File: config.mk
export PLATFORM = sky130hd
export DESIGN_NAME = board_input_debouncer
export DESIGN_NICKNAME = d
export VERILOG_FILES = /design/src/rtl/board_input_debouncer.sv
export SDC_FILE = /design/constraint.sdc
export NUM_CORES = 1
export LEC_CHECK = 0
export ABC_AREA = 1
export CORE_AREA = 2 2 198 200
export CTS_CLUSTER_DIAMETER = 60
export DETAILED_ROUTE_END_ITERATION = 10
export DIE_AREA = 0 0 200 202
export PLACE_DENSITY = 0.67
export SLEW_MARGIN = 25
export SYNTH_ARGS = -nofsm -noshare
export SYNTH_HDL_FRONTEND = slang
export SYNTH_SLANG_ARGS = --single-unit
File: constraint.sdc
create_clock -name clk_clk -period 1.9 [get_ports clk_clk]
set_input_delay 0.475 -clock clk_clk [delete_from_list [all_inputs] [get_ports clk_clk]]
set_output_delay 0.475 -clock clk_clk [all_outputs]
set_load 0.02 [all_outputs]
File: src/rtl/board_input_debouncer.sv
// Pushbutton/switch conditioner for the Nios PIO exports: per-bit 2-flop sync plus counter debounce.
// Define BUTTON_EDGE_CAPTURE_EN to build the press pulse and sticky press flag logic.
module board_input_debouncer #(
    parameter int N_BUTTONS       = 4,
    parameter int N_SWITCHES      = 10,
    parameter int DEBOUNCE_CYCLES = 500000,
    parameter int CNT_W           = $clog2(DEBOUNCE_CYCLES)
) (
    input  logic                  clk_clk,
    input  logic                  reset_reset_n,
    input  logic [N_BUTTONS-1:0]  key_n_in,
    input  logic [N_SWITCHES-1:0] sw_in,
    output logic [N_BUTTONS-1:0]  button_export,
    output logic [N_SWITCHES-1:0] switch_export,
    output logic [N_BUTTONS-1:0]  press_pulse,
    output logic [N_BUTTONS-1:0]  press_flags,
    input  logic [N_BUTTONS-1:0]  flags_clear
);

    localparam int N_BITS = N_BUTTONS + N_SWITCHES;
    // Buttons idle high (released), switches idle low; bit order is {switches, buttons}.
    localparam logic [N_BITS-1:0] RST_VAL  = {{N_SWITCHES{1'b0}}, {N_BUTTONS{1'b1}}};
    localparam logic [CNT_W-1:0]  CNT_LAST = CNT_W'(DEBOUNCE_CYCLES - 1);

    logic [N_BITS-1:0] w_raw;
    logic [N_BITS-1:0] r_sync1;
    logic [N_BITS-1:0] r_sync2;
    logic [N_BITS-1:0] r_stable;
    logic [N_BITS-1:0] w_stable_nxt;
    logic [CNT_W-1:0]  r_cnt     [N_BITS];
    logic [CNT_W-1:0]  w_cnt_nxt [N_BITS];

    assign w_raw = {sw_in, key_n_in};

    always_comb begin
        w_stable_nxt = r_stable;
        for (int i = 0; i < N_BITS; i++) begin
            w_cnt_nxt[i] = r_cnt[i] + CNT_W'(1);
            if (r_sync2[i] == r_stable[i]) begin
                w_cnt_nxt[i] = '0;
            end else if (r_cnt[i] == CNT_LAST) begin
                w_stable_nxt[i] = r_sync2[i];
                w_cnt_nxt[i]    = '0;
            end
        end
    end

    always_ff @(posedge clk_clk or negedge reset_reset_n) begin
        if (!reset_reset_n) begin
            r_sync1  <= RST_VAL;
            r_sync2  <= RST_VAL;
            r_stable <= RST_VAL;
            for (int i = 0; i < N_BITS; i++) begin
                r_cnt[i] <= '0;
            end
        end else begin
            r_sync1  <= w_raw;
            r_sync2  <= r_sync1;
            r_stable <= w_stable_nxt;
            for (int i = 0; i < N_BITS; i++) begin
                r_cnt[i] <= w_cnt_nxt[i];
            end
        end
    end

    assign button_export = r_stable[N_BUTTONS-1:0];
    assign switch_export = r_stable[N_BITS-1:N_BUTTONS];

`ifdef BUTTON_EDGE_CAPTURE_EN
    logic [N_BUTTONS-1:0] w_fall;
    logic [N_BUTTONS-1:0] r_pulse;
    logic [N_BUTTONS-1:0] r_flags;

    // Registered off the next-stable value so the pulse lines up with the export falling.
    assign w_fall = r_stable[N_BUTTONS-1:0] & ~w_stable_nxt[N_BUTTONS-1:0];

    always_ff @(posedge clk_clk or negedge reset_reset_n) begin
        if (!reset_reset_n) begin
            r_pulse <= '0;
            r_flags <= '0;
        end else begin
            r_pulse <= w_fall;
            r_flags <= w_fall | (r_flags & ~flags_clear);
        end
    end

    assign press_pulse = r_pulse;
    assign press_flags = r_flags;
`else
    logic w_unused_clear;
    assign w_unused_clear = ^flags_clear;
    assign press_pulse    = '0;
    assign press_flags    = '0;
`endif

endmodule

==> key figures, run 1 <==
Placed design
  • HPWL Detailed: 23.84 mm
  • # port buffers: 29
  • Gpl congestion: 0.8876
  • Setup Slack @ Placement: 0.2557 ns
  • Placed Cells: 2845

Global route
  • Antenna violations before repair: 0
  • Overflow after GRT: 0
  • First-pass GRT wire length: 59.80 mm
  • Number of global-route vias before repair: 13370
  • Largest net degree at the start of global routing: 63
  • Total track usage: 17.46%

Critical path
  • CP Data Required Time: 1.42 ns
  • R2R Path End: r_cnt[112]
  • WS Path Type: register to output port
  • CP Launch Type: register
  • Critical path arrival: 1.38 ns
  • Crit Reg-Reg Startpoint: r_cnt[95]
  • Crit path capture type: output port
  • Critical path buffers and inverters: 1
  • Reg2Reg Depth: 8
  • Crit-path leading delay family: flip-flops
  • CP max FO: 3
  • Worst path slowest cell: dfstp_2
  • WP depth: 1
  • Startpoint of the worst setup timing path: r_stable[2]
  • Crit-path cells: clkdlybuf4s15_2
  • Crit path to: button_export[2]
  • Largest stage delay, worst path: 0.57 ns
  • R2r setup slk: 0.31 ns

Die
  • Die W: 200 µm
  • Chip height: 202 µm
  • Starting Density: 44.61%
  • Num rows: 72
  • Die footprint: 40400 µm²
  • Core area: 38290 µm²
  • IO Count: 42

Cells and area
  • Fin cells: 2917
  • Final-stage net count: 2404
  • Layout cells sized above 1: 10.71%
  • Ant diodes: 0
  • Filler cell count: 3653
  • Area Overhead vs Synth: 13.93%

Timing
  • WHS: 0.3451 ns
  • Setup violators final: 0
  • Min Tclk post-route: 1.857 ns
  • FMAX: 0.5386 GHz
  • Tcrit/Tclk final: 97.72%
  • Fin Setup TNS: 0 ns
  • Final Hold Viols: 0
  • Final setup skew: 0.005924 ns
  • Worst slew margin: 64.02%
  • Slew of the pin with the lowest slew margin: 0.5379 ns
  • Setup WS post-layout: 0.04339 ns
  • RSZ-0062 raised after global routing: no
  • Final Max Tran Viols: 0

CTS
  • CTS Buffer Depth: 3
  • CTS tree: yes
  • H-tree lvl count: 2
  • CTS Sinks: 308
  • Setup Buffers After CTS: 0
  • Num CTS Buffers: 40
  • Worst-path clk slew: 0.05 ns
  • Clock latency on the worst-skew pair: 0.54 ns
  • Clock Tree Root: clkbuf_16

Routing
  • DR vias: 13820
  • Initial drt markers: 767
  • Via density per instance: 4.737
  • Routed WL: 33.15 mm
  • Drt first pass iters: 5
  • Final ANT Viol Nets: 0
  • DR DRC count: 0
  • WL per Instance: 11.36 µm

Outcome
  • Status: finished, final reports clean

Power and ir drop
  • Clock share of power: 50.6%
  • Gate power share: 3.3%
  • Internal power: 11370 µW
  • Maximum vdd drop: 0.6197 mV
  • Flop pwr share: 46.0%
  • Pwr dens: 752.3 nW/µm²
  • Pleak: 0.008204 µW
  • Fraction of power spent switching nets: 22.31%
  • Switching Power: 3266 µW

Synth
  • EDFF count, synth: 0
  • Async SR Flop Fraction: 100.0%
  • Post-synthesis mux area share: 0%
  • Area leader, netlist: dfrtp_1
  • Post-synthesis cell type count: 34
  • YS warnings: 0
  • Mean Syn Cell Area: 7.468 µm²
  • Most used flip-flop cell after synthesis: dfrtp_1
  • Synth Area in XOR/XNOR: 7.157%
  • Yosys top cell area share: 43.37%
  • Mapped Area: 17080 µm²
  • Most common cell in the netlist: nor2_1
  • Main combinational cell family by area after synthesis: simple AND/OR/NAND/NOR gates
  • Synth Instances: 2287
  • Simple-Gate Fraction of Synth Area: 37.44%
  • Post-synthesis register bit count: 308
  • Compound-Gate Fraction of Synth Area: 3.099%
  • Largest cells by area after synthesis: dfrtp_1, nor2_1, nand2_1
  • Post-synth top cells: nor2_1, nand2_1, dfrtp_1, inv_1, nand3_1
  • Synth Area in Adders: 1.026%
  • Sequential element share of the synthesized area: 45.21%

Worst hold path
  • WHS Path Cells: 0
  • Hold Path Class: register to register

Run
  • Total of max-cap violations: 0
## cell families after synthesis
kind of cell | after synthesis
AOI/OAI and AO/OA | 101
xor gates and xnor gates | 137
adders and majority gates | 14
DFF | 308
other | 1
and+or+nand+nor | 1460
buffers and inverters | 266
## area by class of cell
class	instances	area (µm²)	area share [%]
Clock buffer	54	1115	5.729
Clock inverter	17	192.7	0.9902
Tap cell	518	648.1	3.331
Sequential cell	308	7722	39.68
Inverter	255	957.2	4.919
Multi-Input combinational cell	1720	8352	42.92
Timing Repair Buffer	45	473.0	2.430
## how the worst min path moves through the flow
stage | startpoint | endpoint | slack (ns)
after global placement | r_sync1[5] | r_sync2[5] | 0.33
final | r_sync1[13] | r_sync2[13] | 0.35
after CTS | key_n_in[0] | r_sync1[0] | 0.32
after detailed placement | r_sync1[13] | r_sync2[13] | 0.33
after floorplan | reset_reset_n | r_cnt[0] | 0.18
after global routing | key_n_in[0] | r_sync1[0] | 0.33
## sequential cells by signal, summed over array words and instances (netlist names)
| signal | cells |
|---|---|
| r_cnt | 266 |
| r_stable | 14 |
| r_sync1 | 14 |
| r_sync2 | 14 |
## power groups by stage
stage / Sequential (µW) / Clock (µW) / Combinational, µW
2_1_floorplan: 6840 / 0 / 243
3_3_place_gp: 6850 / 0 / 498
3_5_place_dp: 6860 / 0 / 508
4_1_cts: 6740 / 7670 / 511
5_1_grt: 6750 / 7960 / 579
6_report: 6740 / 7410 / 488
## through the flow
| step | instance area [µm²] | power (µW) | utilization [%] |
|---|---|---|---|
| floorplan | 17110 | 7084 | - |
| global placement | 18160 | 7346 | 47.44 |
| detailed placement | 18160 | 7363 | 47.44 |
| CTS | 19470 | 14920 | 50.85 |
| global route | 19460 | 15290 | 50.83 |
| finish | 19460 | 14640 | 50.83 |
## routing by layer
metal / wire [µm] / GRT usage (%)
met1: 15920 / 23.04
met2: 15320 / 29.12
met3: 1090 / 2.787
met4: 811 / 6.032
met5: 0 / 0
## repair_timing
item                                   4_1_cts  5_1_grt
hold buffers                                 1        0
endpoints found under the hold margin       26        0
setup endpoints to repair                   14        2
resized for setup                           20        2
## placed cells by master (no fill, tap or decap), types with 5 or more instances in the layout
cell type / count
dfstp_2: 12
nor3b_1: 14
nand2_2: 55
buf_4: 9
dlygate4sd2_1: 10
dfrtp_1: 296
and2_1: 15
clkdlybuf4s50_1: 14
o21ai_0: 38
nor2_1: 643
o21ai_1: 5
nor2_2: 49
conb_1: 8
nand4_1: 16
nand2_1: 421
xnor2_1: 47
inv_2: 22
ha_1: 14
xor2_1: 87
nor2_4: 28
clkbuf_1: 9
nor3_1: 12
o22ai_1: 6
inv_1: 233
clkbuf_16: 41
buf_12: 6
nand3_1: 195
a21oi_1: 46
Power figures use the tool's default switching activity.
==> run 2: changes to the inputs <==
Settings changed: CTS_BUF_LIST from default to sky130_fd_sc_hd__clkbuf_8 sky130_fd_sc_hd__clkbuf_16, SKIP_CTS_REPAIR_TIMING from default to 1.
Clock period 1.9 ns to 2.2 ns, I/O delays scaled along.
==> key figures, run 2 (synthesis gave the netlist of run 1 again) <==
Critical path
  • Startpoint of the worst setup timing path: r_stable[8] (was r_stable[2])
  • Critical path buffers and inverters: 1 (unchanged)
  • R2r setup slk: 0.61 ns (was 0.31 ns)
  • CP Data Required Time: 1.65 ns (was 1.42 ns)
  • Reg2Reg Depth: 3 (was 8)
  • R2R Path End: r_cnt[192] (was r_cnt[112])
  • Worst path slowest cell: clkdlybuf4s50_1 (was dfstp_2)
  • Crit Reg-Reg Startpoint: r_stable[3] (was r_cnt[95])
  • Largest stage delay, worst path: 0.63 ns (was 0.57 ns)
  • Crit path capture type: output port (unchanged)
  • CP max FO: 3 (unchanged)
  • Crit-path leading delay family: buffers and inverters (was flip-flops)
  • Critical path arrival: 1.58 ns (was 1.38 ns)
  • WS Path Type: register to output port (unchanged)
  • CP Launch Type: register (unchanged)
  • WP depth: 1 (unchanged)
  • Crit path to: switch_export[4] (was button_export[2])
  • Crit-path cells: clkdlybuf4s50_1 (was clkdlybuf4s15_2)

Power and ir drop
  • Pwr dens: 634.9 nW/µm² (was 752.3 nW/µm²)
  • Maximum vdd drop: 0.5345 mV (was 0.6197 mV)
  • Pleak: 0.008193 µW (was 0.008204 µW)

Die
  • IO Count: 42 (unchanged)
  • Core area: 38290 µm² (unchanged)
  • Num rows: 72 (unchanged)
  • Starting Density: 44.61% (unchanged)
  • Chip height: 202 µm (unchanged)
  • Die W: 200 µm (unchanged)
  • Die footprint: 40400 µm² (unchanged)

Timing
  • WHS: 0.3499 ns (was 0.3451 ns)
  • Tcrit/Tclk final: 96.90%
  • Final setup skew: 0.02512 ns (was 0.005924 ns)
  • Final Max Tran Viols: 0 (unchanged)
  • Setup violators final: 0 (unchanged)
  • Final Hold Viols: 0 (unchanged)
  • RSZ-0062 raised after global routing: no (unchanged)
  • Min Tclk post-route: 2.132 ns
  • FMAX: 0.4691 GHz
  • Setup WS post-layout: 0.06822 ns (was 0.04339 ns)
  • Fin Setup TNS: 0 ns (unchanged)
  • Worst slew margin: 59.40% (was 64.02%)
  • Slew of the pin with the lowest slew margin: 0.6070 ns (was 0.5379 ns)

Cells and area
  • Commonest cells after routing, fill and taps aside: nor2_1, nand2_1, dfrtp_1 (unchanged)
  • Layout cells sized above 1: 10.22% (was 10.71%)
  • Reg area: 7722 µm² (unchanged)
  • Most common cell after layout, fill and taps aside: nor2_1 (unchanged)
  • Filler cell count: 3677 (was 3653)
  • Area Overhead vs Synth: 13.22% (was 13.93%)
  • Ant diodes: 0 (unchanged)
  • Multi-input gate area: 8352 µm² (unchanged)
  • Final-stage net count: 2394 (was 2404)
  • Most flops, register: r_cnt (unchanged)
  • Max reg flops: 266 (unchanged)

CTS
  • Num CTS Buffers: 38 (was 40)
  • Worst-path clk slew: 0.06 ns (was 0.05 ns)
  • CTS Sinks: 308 (unchanged)
  • Clock Tree Root: clkbuf_16 (unchanged)
  • CTS tree: yes (unchanged)
  • Clock latency on the worst-skew pair: 0.55 ns (was 0.54 ns)
  • H-tree lvl count: 2 (unchanged)
  • CTS Buffer Depth: 3 (unchanged)

Outcome
  • Status: finished, final reports clean (unchanged)

Routing
  • Via density per instance: 4.809 (was 4.737)
  • Routed WL: 33.72 mm (was 33.15 mm)
  • Final ANT Viol Nets: 0 (unchanged)
  • Initial drt markers: 696 (was 767)
  • Drt first pass iters: 5 (unchanged)
  • WL per Instance: 11.61 µm (was 11.36 µm)
  • DR vias: 13970 (was 13820)
  • DR DRC count: 0 (unchanged)

Global route
  • Overflow after GRT: 0 (unchanged)
  • Total track usage: 17.75% (was 17.46%)
  • First-pass GRT wire length: 60.77 mm (was 59.80 mm)
  • Number of global-route vias before repair: 13610 (was 13370)
  • Antenna violations before repair: 0 (unchanged)
  • Largest net degree at the start of global routing: 85 (was 63)

Worst hold path
  • WHS Path Cells: 0 (unchanged)
  • Hold Path Class: register to register (unchanged)

Placed design
  • # port buffers: 29 (unchanged)
  • Gpl congestion: 0.8987 (was 0.8876)
  • Setup Slack @ Placement: 0.4855 ns (was 0.2557 ns)
  • HPWL Detailed: 23.95 mm (was 23.84 mm)

Run
  • Total of max-cap violations: 0 (unchanged)
## run 2: through the flow
stage	cell area (µm²)	instances	power, µW	util, %
3_5_place_dp	18080	2837	6343	47.22
2_1_floorplan	17110	2294	6118	-
5_1_grt	19340	2905	12840	50.51
6_report	19340	2905	12280	50.51
3_3_place_gp	18080	2837	6327	47.22
4_1_cts	19320	2904	12530	50.45
## run 2: power by group
part           switching, µW  internal (µW)
Sequential              59.1           5760
Combinational            285            121
Clock                   2420           3630
Total                   2770           9510
## run 2: layer usage
metal | vias up | GRT usage, % | routed length [µm]
met5 | - | 0 | 0
met4 | 0 | 6.296 | 761
met3 | 56 | 3.054 | 1341
met2 | 197 | 29.17 | 15870
met1 | 6506 | 23.57 | 15740
li1 | 7212 | - | -
## run 2: cell type report
class | count | share of cell area, %
clock buffers | 47 | 5.616
clock inverters | 20 | 0.7893
inverters | 255 | 4.950
multi-input cells | 1720 | 43.19
flip-flops and latches | 308 | 39.93
well taps | 518 | 3.351
repair buffers | 37 | 2.174
## run 2: worst min-delay path by stage
stage / from / slack, ns / end
after floorplan: reset_reset_n / 0.25 / r_cnt[0]
after global placement: r_sync1[5] / 0.33 / r_sync2[5]
after detailed placement: r_sync1[13] / 0.34 / r_sync2[13]
after CTS: reset_reset_n / -0.19 / r_cnt[248]
after global routing: r_sync1[13] / 0.35 / r_sync2[13]
final: r_sync1[13] / 0.35 / r_sync2[13]
==> run 3: changes to the inputs <==
Settings changed: CORE_AREA 2 2 198 200 to 2 2 242 244, DIE_AREA 0 0 200 202 to 0 0 244 246, PLACE_DENSITY 0.67 to 0.5.
==> key figures, run 3 (synthesis gave the netlist of run 1 again) <==
Cells and area
  • Filler cell count: 5919 (was 3677)
  • Max reg flops: 266 (unchanged)
  • Most flops, register: r_cnt (unchanged)
  • Multi-input gate area: 8352 µm² (unchanged)
  • Commonest cells after routing, fill and taps aside: nor2_1, nand2_1, dfrtp_1 (unchanged)
  • Layout cells sized above 1: 10.55% (was 10.22%)
  • Most common cell after layout, fill and taps aside: nor2_1 (unchanged)
  • Final-stage net count: 2401 (was 2394)
  • Ant diodes: 0 (unchanged)
  • Area Overhead vs Synth: 16.12% (was 13.22%)
  • Fin cells: 3164 (was 2905)
  • Final Util: 34.57% (was 50.51%)
  • Reg area: 7722 µm² (unchanged)

Critical path
  • Worst path slowest cell: clkdlybuf4s50_1 (unchanged)
  • Critical path buffers and inverters: 1 (unchanged)
  • CP max FO: 3 (unchanged)
  • Crit-path leading delay family: buffers and inverters (unchanged)
  • Critical path arrival: 1.56 ns (was 1.58 ns)
  • Crit-path cells: clkdlybuf4s50_1 (unchanged)
  • Crit path capture type: output port (unchanged)
  • Largest stage delay, worst path: 0.62 ns (was 0.63 ns)
  • WS Path Type: register to output port (unchanged)
  • CP Data Required Time: 1.65 ns (about the same)
  • CP Launch Type: register (unchanged)

Placed design
  • Placed Cells: 3087 (was 2837)
  • HPWL Detailed: 25.41 mm (was 23.95 mm)
  • # port buffers: 29 (unchanged)
  • Gpl congestion: 0.8330 (was 0.8987)

Timing
  • RSZ-0062 raised after global routing: no (unchanged)
  • Tcrit/Tclk final: 96.00% (was 96.90%)
  • Slew of the pin with the lowest slew margin: 0.6765 ns (was 0.6070 ns)
  • Worst slew margin: 54.75% (was 59.40%)
  • FMAX: 0.4735 GHz (was 0.4691 GHz)
  • Final Max Tran Viols: 0 (unchanged)
  • Final Hold Viols: 0 (unchanged)
  • Final setup skew: 0.02743 ns (was 0.02512 ns)
  • Setup violators final: 0 (unchanged)
  • Min Tclk post-route: 2.112 ns (was 2.132 ns)

CTS
  • Worst-path clk slew: 0.06 ns (about the same)
  • CTS tree: yes (unchanged)
  • H-tree lvl count: 2 (unchanged)
  • Num CTS Buffers: 42 (was 38)
  • Clock latency on the worst-skew pair: 0.57 ns (was 0.55 ns)
  • CTS Buffer Depth: 3 (unchanged)
  • Clock Tree Root: clkbuf_16 (unchanged)
  • CTS Sinks: 308 (unchanged)

Global route
  • Antenna violations before repair: 0 (unchanged)
  • Overflow after GRT: 0 (unchanged)
  • Total track usage: 12.54% (was 17.75%)
  • Number of global-route vias before repair: 13500 (was 13610)
  • Largest net degree at the start of global routing: 60 (was 85)
  • First-pass GRT wire length: 64.03 mm (was 60.77 mm)

Die
  • Die W: 244 µm (was 200 µm)
  • Core area: 57370 µm² (was 38290 µm²)
  • Num rows: 88 (was 72)
  • Die footprint: 60020 µm² (was 40400 µm²)
  • IO Count: 42 (unchanged)
  • Starting Density: 29.77% (was 44.61%)
  • Chip height: 246 µm (was 202 µm)

Routing
  • Drt first pass iters: 4 (was 5)
  • Via density per instance: 4.352 (was 4.809)
  • DR DRC count: 0 (unchanged)
  • DR vias: 13770 (was 13970)
  • Final ANT Viol Nets: 0 (unchanged)
  • Routed WL: 36.00 mm (was 33.72 mm)
  • WL per Instance: 11.38 µm (was 11.61 µm)
  • Initial drt markers: 809 (was 696)

Run
  • Total of max-cap violations: 0 (unchanged)

Outcome
  • Status: finished, final reports clean (unchanged)

Power and ir drop
  • Pwr dens: 649.4 nW/µm² (was 634.9 nW/µm²)
  • Pleak: 0.008381 µW (was 0.008193 µW)
  • Maximum vdd drop: 0.4874 mV (was 0.5345 mV)
  • Total power: 12880 µW (was 12280 µW)

Worst hold path
  • Hold Path Class: register to register (unchanged)
==> run 3: path summary, 6_finish.rpt <==
path                                    start          endpoint  slack (ns)  cells after the start
worst max-delay path              r_stable[5]  switch_export[1]        0.09                      1
worst min-delay path               r_sync1[7]        r_sync2[7]        0.35                      0
worst max register to register      r_cnt[95]        r_cnt[112]        0.62                      8
worst min register to register     r_sync1[7]        r_sync2[7]        0.35                      0
max in group asynchronous       reset_reset_n        r_sync2[1]        0.97                      3
min in group asynchronous       reset_reset_n        r_cnt[158]        0.52                      2
==> run 3: power by group <==
| part | switching [µW] | internal [µW] |
|---|---|---|
| Clock | 2630 | 4010 |
| Sequential | 57.8 | 5760 |
| Combinational | 295 | 126 |
| Total | 2980 | 9900 |
==> run 3: worst register-to-register path, delay by kind of cell (launching register included) <==
kind	cells	cell delay (ns)
flops	1	0.39
fa+ha+maj	1	0.22
compound gates	1	0.28
simple gates	4	0.38
buf+inv	2	0.23
==> run 3: stage by stage <==
stage	hold WS [ns]	cell area (µm²)	worst slack, ns	setup TNS [ns]
4_1_cts	-0.08917	19800	-0.1428	-0.5606
5_1_grt	0.3519	19830	0.01127	0
3_3_place_gp	0.3341	18420	0.5067	0
2_1_floorplan	0.2544	17110	0.8498	0
3_5_place_dp	0.3371	18420	0.5034	0
6_report	0.3493	19830	0.08796	0
==> run 3: final cells by class <==
type,instances,area share (%)
clock buffers,49,5.842
clock inverters,27,1.110
inverters,255,4.826
multi-input cells,1720,42.11
flip-flops and latches,308,38.94
well taps,765,4.826
repair buffers,40,2.347
==> run 3: routing by layer <==
metal | up-vias | part of all wire (%) | track usage (%)
li1 | 7238 | - | -
met1 | 6331 | 50 | 16.89
met2 | 149 | 44 | 20.30
met3 | 52 | 3.8 | 2.288
met4 | 0 | 2.2 | 4.179
met5 | - | 0 | 0
